### src/rtl/traffic_pkg.sv
// Shared types and constants for the intersection controllers and the timer arbiter.
package traffic_pkg;

  typedef enum logic [1:0] {
    StIdle = 2'd0,
    StLoad = 2'd1,
    StRun  = 2'd2
  } arb_state_e;

  localparam int unsigned TIMER_W_DEFAULT = 8;

  // A duration value V gives V+1 countdown cycles.
  localparam int unsigned GREEN_45 = 44;
  localparam int unsigned YELLOW_5 = 4;
  localparam int unsigned ALLRED_1 = 0;
  localparam int unsigned GREEN_15 = 14;

endpackage

### src/rtl/rr_pick.sv
// Combinational round-robin picker: first set request after i_ptr, with wrap.
module rr_pick #(
  parameter int unsigned N    = 3,
  parameter int unsigned PtrW = 2
) (
  input  logic [N-1:0]    i_req,
  input  logic [PtrW-1:0] i_ptr,
  output logic [N-1:0]    o_onehot,
  output logic            o_valid
);

  logic [PtrW:0]    w_shift;
  logic [2*N-1:0]   w_rot_dbl;
  logic [2*N-1:0]   w_back_dbl;
  logic [N-1:0]     w_rot;
  logic [N-1:0]     w_rot_oh;
  logic             w_unused;

  // Rotate so that requester ptr+1 sits at bit 0, isolate the lowest set bit, rotate back.
  assign w_shift    = {1'b0, i_ptr} + {{PtrW{1'b0}}, 1'b1};
  assign w_rot_dbl  = {i_req, i_req} >> w_shift;
  assign w_rot      = w_rot_dbl[N-1:0];
  assign w_rot_oh   = w_rot & (~w_rot + {{(N-1){1'b0}}, 1'b1});
  assign w_back_dbl = {w_rot_oh, w_rot_oh} << w_shift;
  assign o_onehot   = w_back_dbl[2*N-1:N];
  assign o_valid    = |i_req;

  assign w_unused = ^{w_rot_dbl[2*N-1:N], w_back_dbl[N-1:0]};

endmodule

### src/rtl/timer_arbiter.sv
// Round-robin owner of the shared countdown counter: grants, loads the duration,
// runs the countdown and pulses done to the owner on expiry.
module timer_arbiter
  import traffic_pkg::*;
#(
  parameter int unsigned N       = 3,
  parameter int unsigned TIMER_W = TIMER_W_DEFAULT
) (
  input  logic                 Clock,
  input  logic                 Reset,
  input  logic [N-1:0]         req,
  input  logic [N*TIMER_W-1:0] req_value,
  output logic [N-1:0]         grant,
  output logic [N-1:0]         done,
  output logic                 busy,
  output logic                 load,
  output logic [TIMER_W-1:0]   value,
  output logic                 decr,
  input  logic                 timeup
);

  localparam int unsigned PtrW = (N > 1) ? $clog2(N) : 1;

  arb_state_e           r_state;
  logic [N-1:0]         r_grant;
  logic [N-1:0]         r_done;
  logic [TIMER_W-1:0]   r_value;
  logic [PtrW-1:0]      r_ptr;

  logic [N-1:0]         w_pick;
  logic                 w_valid;
  logic [PtrW-1:0]      w_win_idx;
  logic [TIMER_W-1:0]   w_win_value;
  logic                 w_owner_req;

  rr_pick #(
    .N    (N),
    .PtrW (PtrW)
  ) u_rr_pick (
    .i_req    (req),
    .i_ptr    (r_ptr),
    .o_onehot (w_pick),
    .o_valid  (w_valid)
  );

  always_comb begin
    w_win_idx   = '0;
    w_win_value = '0;
    for (int i = 0; i < N; i++) begin
      if (w_pick[i]) begin
        w_win_idx   = PtrW'(i);
        w_win_value = req_value[i*TIMER_W +: TIMER_W];
      end
    end
  end

  assign w_owner_req = |(req & r_grant);

  always_ff @(posedge Clock or posedge Reset) begin
    if (Reset) begin
      r_state <= StIdle;
      r_grant <= '0;
      r_done  <= '0;
      r_value <= '0;
      r_ptr   <= PtrW'(N - 1);
    end else begin
      r_done <= '0;
      case (r_state)
        StIdle: begin
          // The done cycle is a turnaround: no arbitration while done is high.
          if (r_done == '0 && w_valid) begin
            r_grant <= w_pick;
            r_value <= w_win_value;
            r_ptr   <= w_win_idx;
            r_state <= StLoad;
          end
        end
        StLoad: begin
          if (!w_owner_req) begin
            r_grant <= '0;
            r_state <= StIdle;
          end else begin
            r_state <= StRun;
          end
        end
        StRun: begin
          if (!w_owner_req) begin
            r_grant <= '0;
            r_state <= StIdle;
          end else if (timeup) begin
            r_done  <= r_grant;
            r_grant <= '0;
            r_state <= StIdle;
          end
        end
        default: begin
          r_grant <= '0;
          r_state <= StIdle;
        end
      endcase
    end
  end

  assign grant = r_grant;
  assign done  = r_done;
  assign value = r_value;
  assign busy  = (r_state != StIdle);
  // An owner that has already let go in the load cycle never gets the counter loaded.
  assign load  = (r_state == StLoad) && w_owner_req;
  assign decr  = (r_state == StRun) && !timeup;

endmodule
### config.mk
export PLATFORM = sky130hd
export DESIGN_NAME = timer_arbiter
export DESIGN_NICKNAME = d
export VERILOG_FILES = /design/src/rtl/traffic_pkg.sv /design/src/rtl/rr_pick.sv /design/src/rtl/timer_arbiter.sv
export SDC_FILE = /design/constraint.sdc
export NUM_CORES = 1
export LEC_CHECK = 0
export ABC_AREA = 0
export BUFFER_PORTS_ARGS = -buffer_cell sky130_fd_sc_hd__buf_2
export CORE_ASPECT_RATIO = 2
export CORE_MARGIN = 2
export CORE_UTILIZATION = 49
export CTS_BUF_LIST = sky130_fd_sc_hd__clkbuf_16
export DETAILED_ROUTE_END_ITERATION = 10
export PLACE_DENSITY = 0.79
export SYNTH_ARGS = -nofsm -noshare
export SYNTH_HDL_FRONTEND = slang
export SYNTH_SLANG_ARGS = --single-unit
### constraint.sdc
create_clock -name Clock -period 2.6 [get_ports Clock]
set_clock_uncertainty 0.15 [all_clocks]
set_input_delay 0 -clock Clock [delete_from_list [all_inputs] [get_ports Clock]]
set_output_delay 0 -clock Clock [all_outputs]
set_load 0.02 [all_outputs]
==> key figures <==
Timing
  • Final Hold Violating Endpoints: 0
  • Final period util: 0.9595
  • Fin. max-slew vios: 0
  • Tmin final: roughly 2.5 ns
  • Setup TNS: 0 ns
  • Slew HR: 0.5326
  • Worst-Margin Slew: 0.7004 ns
  • Peak Freq: approximately 400 MHz
  • RSZ-0062 raised after global routing: no
  • Final setup viols: 0

Placed design
  • PortBufs: 46
  • GP Congestion: 0.7667
  • Detailed placer's ending HPWL: roughly 2500 um

Floorplan
  • IO Pins: 47
  • Core area: ~2500 um2
  • Starting Density: 0.5120
  • Placement row count: 26
  • Die ar.: ~3100 um2
  • Die width: 40.18 um
  • Die height: around 76 um

Critical path
  • Crit Path Max Fanout: 9
  • Startpoint types: register
  • Reg-to-Reg End: value[6]
  • Worst reg2reg setup slack: 0.11 ns
  • Crit path DAT: between 2 and 3 ns
  • CP Capture Type: register
  • Crit path max-delay family: multiplexers
  • Worst reg-to-reg path cell count: 7
  • Worst Path Required: 2.62 ns
  • Critical path class: reg2reg
  • Crit path buffers/inverters: 2
  • Crit Reg-Reg Startpoint: r_ptr[1]
  • Slowest CP cell: mux4_2
  • Slowest stage delay, CP: 0.57 ns
  • Cell chain of the critical path: ha_1 > inv_1 > mux4_2 > nor3_4 > buf_12 > a22oi_1 > nand3_1

GRT
  • Total track usage: 0.3286
  • Remaining Overflow, GRT: 0
  • Initial antenna violation count: 0
  • Largest net degree at the start of global routing: 19
  • Vias in the first global route: approximately 1500
  • First-pass GRT wire length: 7189 um

Yosys
  • Register area share after synthesis: 0.3522
  • Post-Synth Simple-Gate Area: 0.2712
  • Register bit count reported by yosys: 18
  • Post-synthesis adder-cell area fraction: 0.009756
  • Compound-Gate Fraction of Synth Area: 0.2185
  • Largest family of logic cells by synthesized area: simple AND/OR/NAND/NOR gates
  • Mux share of post-synthesis cell area: 0.07024
  • Post-Syn Instances: 133
  • Main flop type after synthesis: dfrtp_1
  • Yosys Warn Count: 0
  • Async SR Flop Fraction: 1.000
  • Post-Syn Nets: 164
  • Yosys cell types: 48
  • XOR/XNOR share of the synthesized area: 0
  • Syn Std Cell Area: about 1300 um2
  • Avg Cell Area, Syn: 9.643 um2
  • Post-synth EDFFs: 0

Layout
  • Commonest non-fill, non-tap cell in the layout: buf_2
  • Most frequent cells in the layout: buf_2 (46), dlygate4sd3_1 (25), dfrtp_1 (17)
  • Layout area overhead: 45.37%
  • N_diodes: 0
  • Share of cells above drive strength 1: 0.3478
  • Nets: 239

Power
  • Worst VDD drop: just over 0.0008 V
  • Final Power: around 2.0 mW
  • Leak pwr: 0.9432 nW
  • Pwr Density: 1056 nW/um2

Hold path
  • Worst hold path endpoint: done[2]
  • Hold Crit Depth: 3
  • Hold path startpoint: timeup
  • Class of the worst hold path: in2reg

Drt
  • WL per Instance: between 15 and 20 um
  • # DRC: 0
  • Vias post-DR: 1401
  • Routed Antenna Nets: 0
  • Initial drt markers: 91
  • Drt first pass iters: 4
  • Avg Vias per Cell: 5.962
  • Final WL: 4321 um

Clock network
  • CTS Sinks: 18
  • CTS Buf Count: 3
  • Clock root cell: clkbuf_16
  • H-tree Lvls: 1
  • Clock transition at path regs: 0.05 ns
  • Clock Latency Late Sink: 0.24 ns
  • TritonCTS clock tree: yes
  • Clock buffer depth: 2

Run status
  • Outcome: completed

Flow run
  • Maximum capacitance violations: 0
final cells by class:
class / instances / area (um2)
sequential: 18 / 451.7
clock buffer: 3 / 75.07
multi-input combinational: 101 / 730.7
timing repair buffer: 78 / 545.5
tap: 28 / 35.03
clock inverter: 1 / 3.754
inverter: 6 / 22.52
fill: 141 / 640.6
cells in the mapped netlist, types with 3 or more instances:
cell type	instances	area share
a21oi_1	5	0.020
dfrtp_1	17	0.33
and2_1	6	0.029
nor2_1	8	0.023
a21o_1	3	0.018
nand3_1	10	0.039
nand2b_1	3	0.015
mux2i_1	3	0.023
a22oi_1	9	0.053
and3_1	5	0.024
nor3b_1	3	0.018
nand2_1	9	0.026
inv_1	6	0.018
o21ai_0	4	0.016
a21boi_0	3	0.018
buf_6	4	0.035
worst max-delay path by stage:
| stage | startpoint | to | slack (ns) | cells after the start |
|---|---|---|---|---|
| finish | r_ptr[1] | value[6] | 0.11 | 7 |
| global placement | r_ptr[1] | value[2] | 0.27 | 6 |
| CTS | r_ptr[1] | value[6] | 0.19 | 6 |
| global route | r_ptr[1] | value[5] | 0.005 | 7 |
| floorplan | r_ptr[1] | value[2] | 0.26 | 7 |
| detailed placement | r_ptr[1] | value[6] | 0.22 | 6 |
cells by family after synthesis:
logic type,count (synthesis)
simple gates,57
compound gates,37
flops,18
buf+inv,14
mux,6
fa+ha+maj,1
where the power goes:
part / internal (mW) / total (mW) / switching, mW
Combinational: 0.504 / 1.19 / 0.690
Clock: 0.204 / 0.305 / 0.101
Sequential: 0.393 / 0.469 / 0.0763
Total: 1.10 / 1.97 / 0.868
sequential cells by signal, summed over array words and instances, names as in the netlist:
name / flops
grant: 3
r_state: 2
done: 3
value: 8
r_ptr: 2
what timing repair did:
item	4_1_cts	5_1_grt
buffers inserted	0	2
hold buffers	25	0
setup endpoints to repair	0	7
gates resized for setup	0	0
endpoints found under the hold margin	25	0
metrics by stage:
| stage | setup slack (ns) | hold slack [ns] | cells | instance area (um2) | util |
|---|---|---|---|---|---|
| finish | 0.1054 | 0.03889 | 235 | 1864 | 0.7443 |
| global route | 0.005126 | 0.05422 | 235 | 1864 | 0.7443 |
| CTS | 0.1931 | 0.03803 | 233 | 1837 | 0.7333 |
| detailed placement | 0.2178 | -0.01807 | 204 | 1508 | 0.6019 |
| global placement | 0.2722 | -0.04043 | 204 | 1508 | 0.6019 |
| floorplan | 0.2555 | -0.2122 | 133 | 1282 | - |
metal layers:
layer | up-vias | track usage | wire length [um]
met1 | 677 | 0.3996 | 1543
met4 | 0 | 0.1267 | 95
met3 | 12 | 0.03790 | 283
li1 | 645 | - | -
met5 | - | 0 | 0
met2 | 67 | 0.5516 | 2399
tightest hold or removal path: cells and delay by family:
family | cells | cell delay, ns
simple gates | 2 | 0.28
buf+inv | 1 | 0.11
No activity file was read; power rests on OpenSTA's default activity.
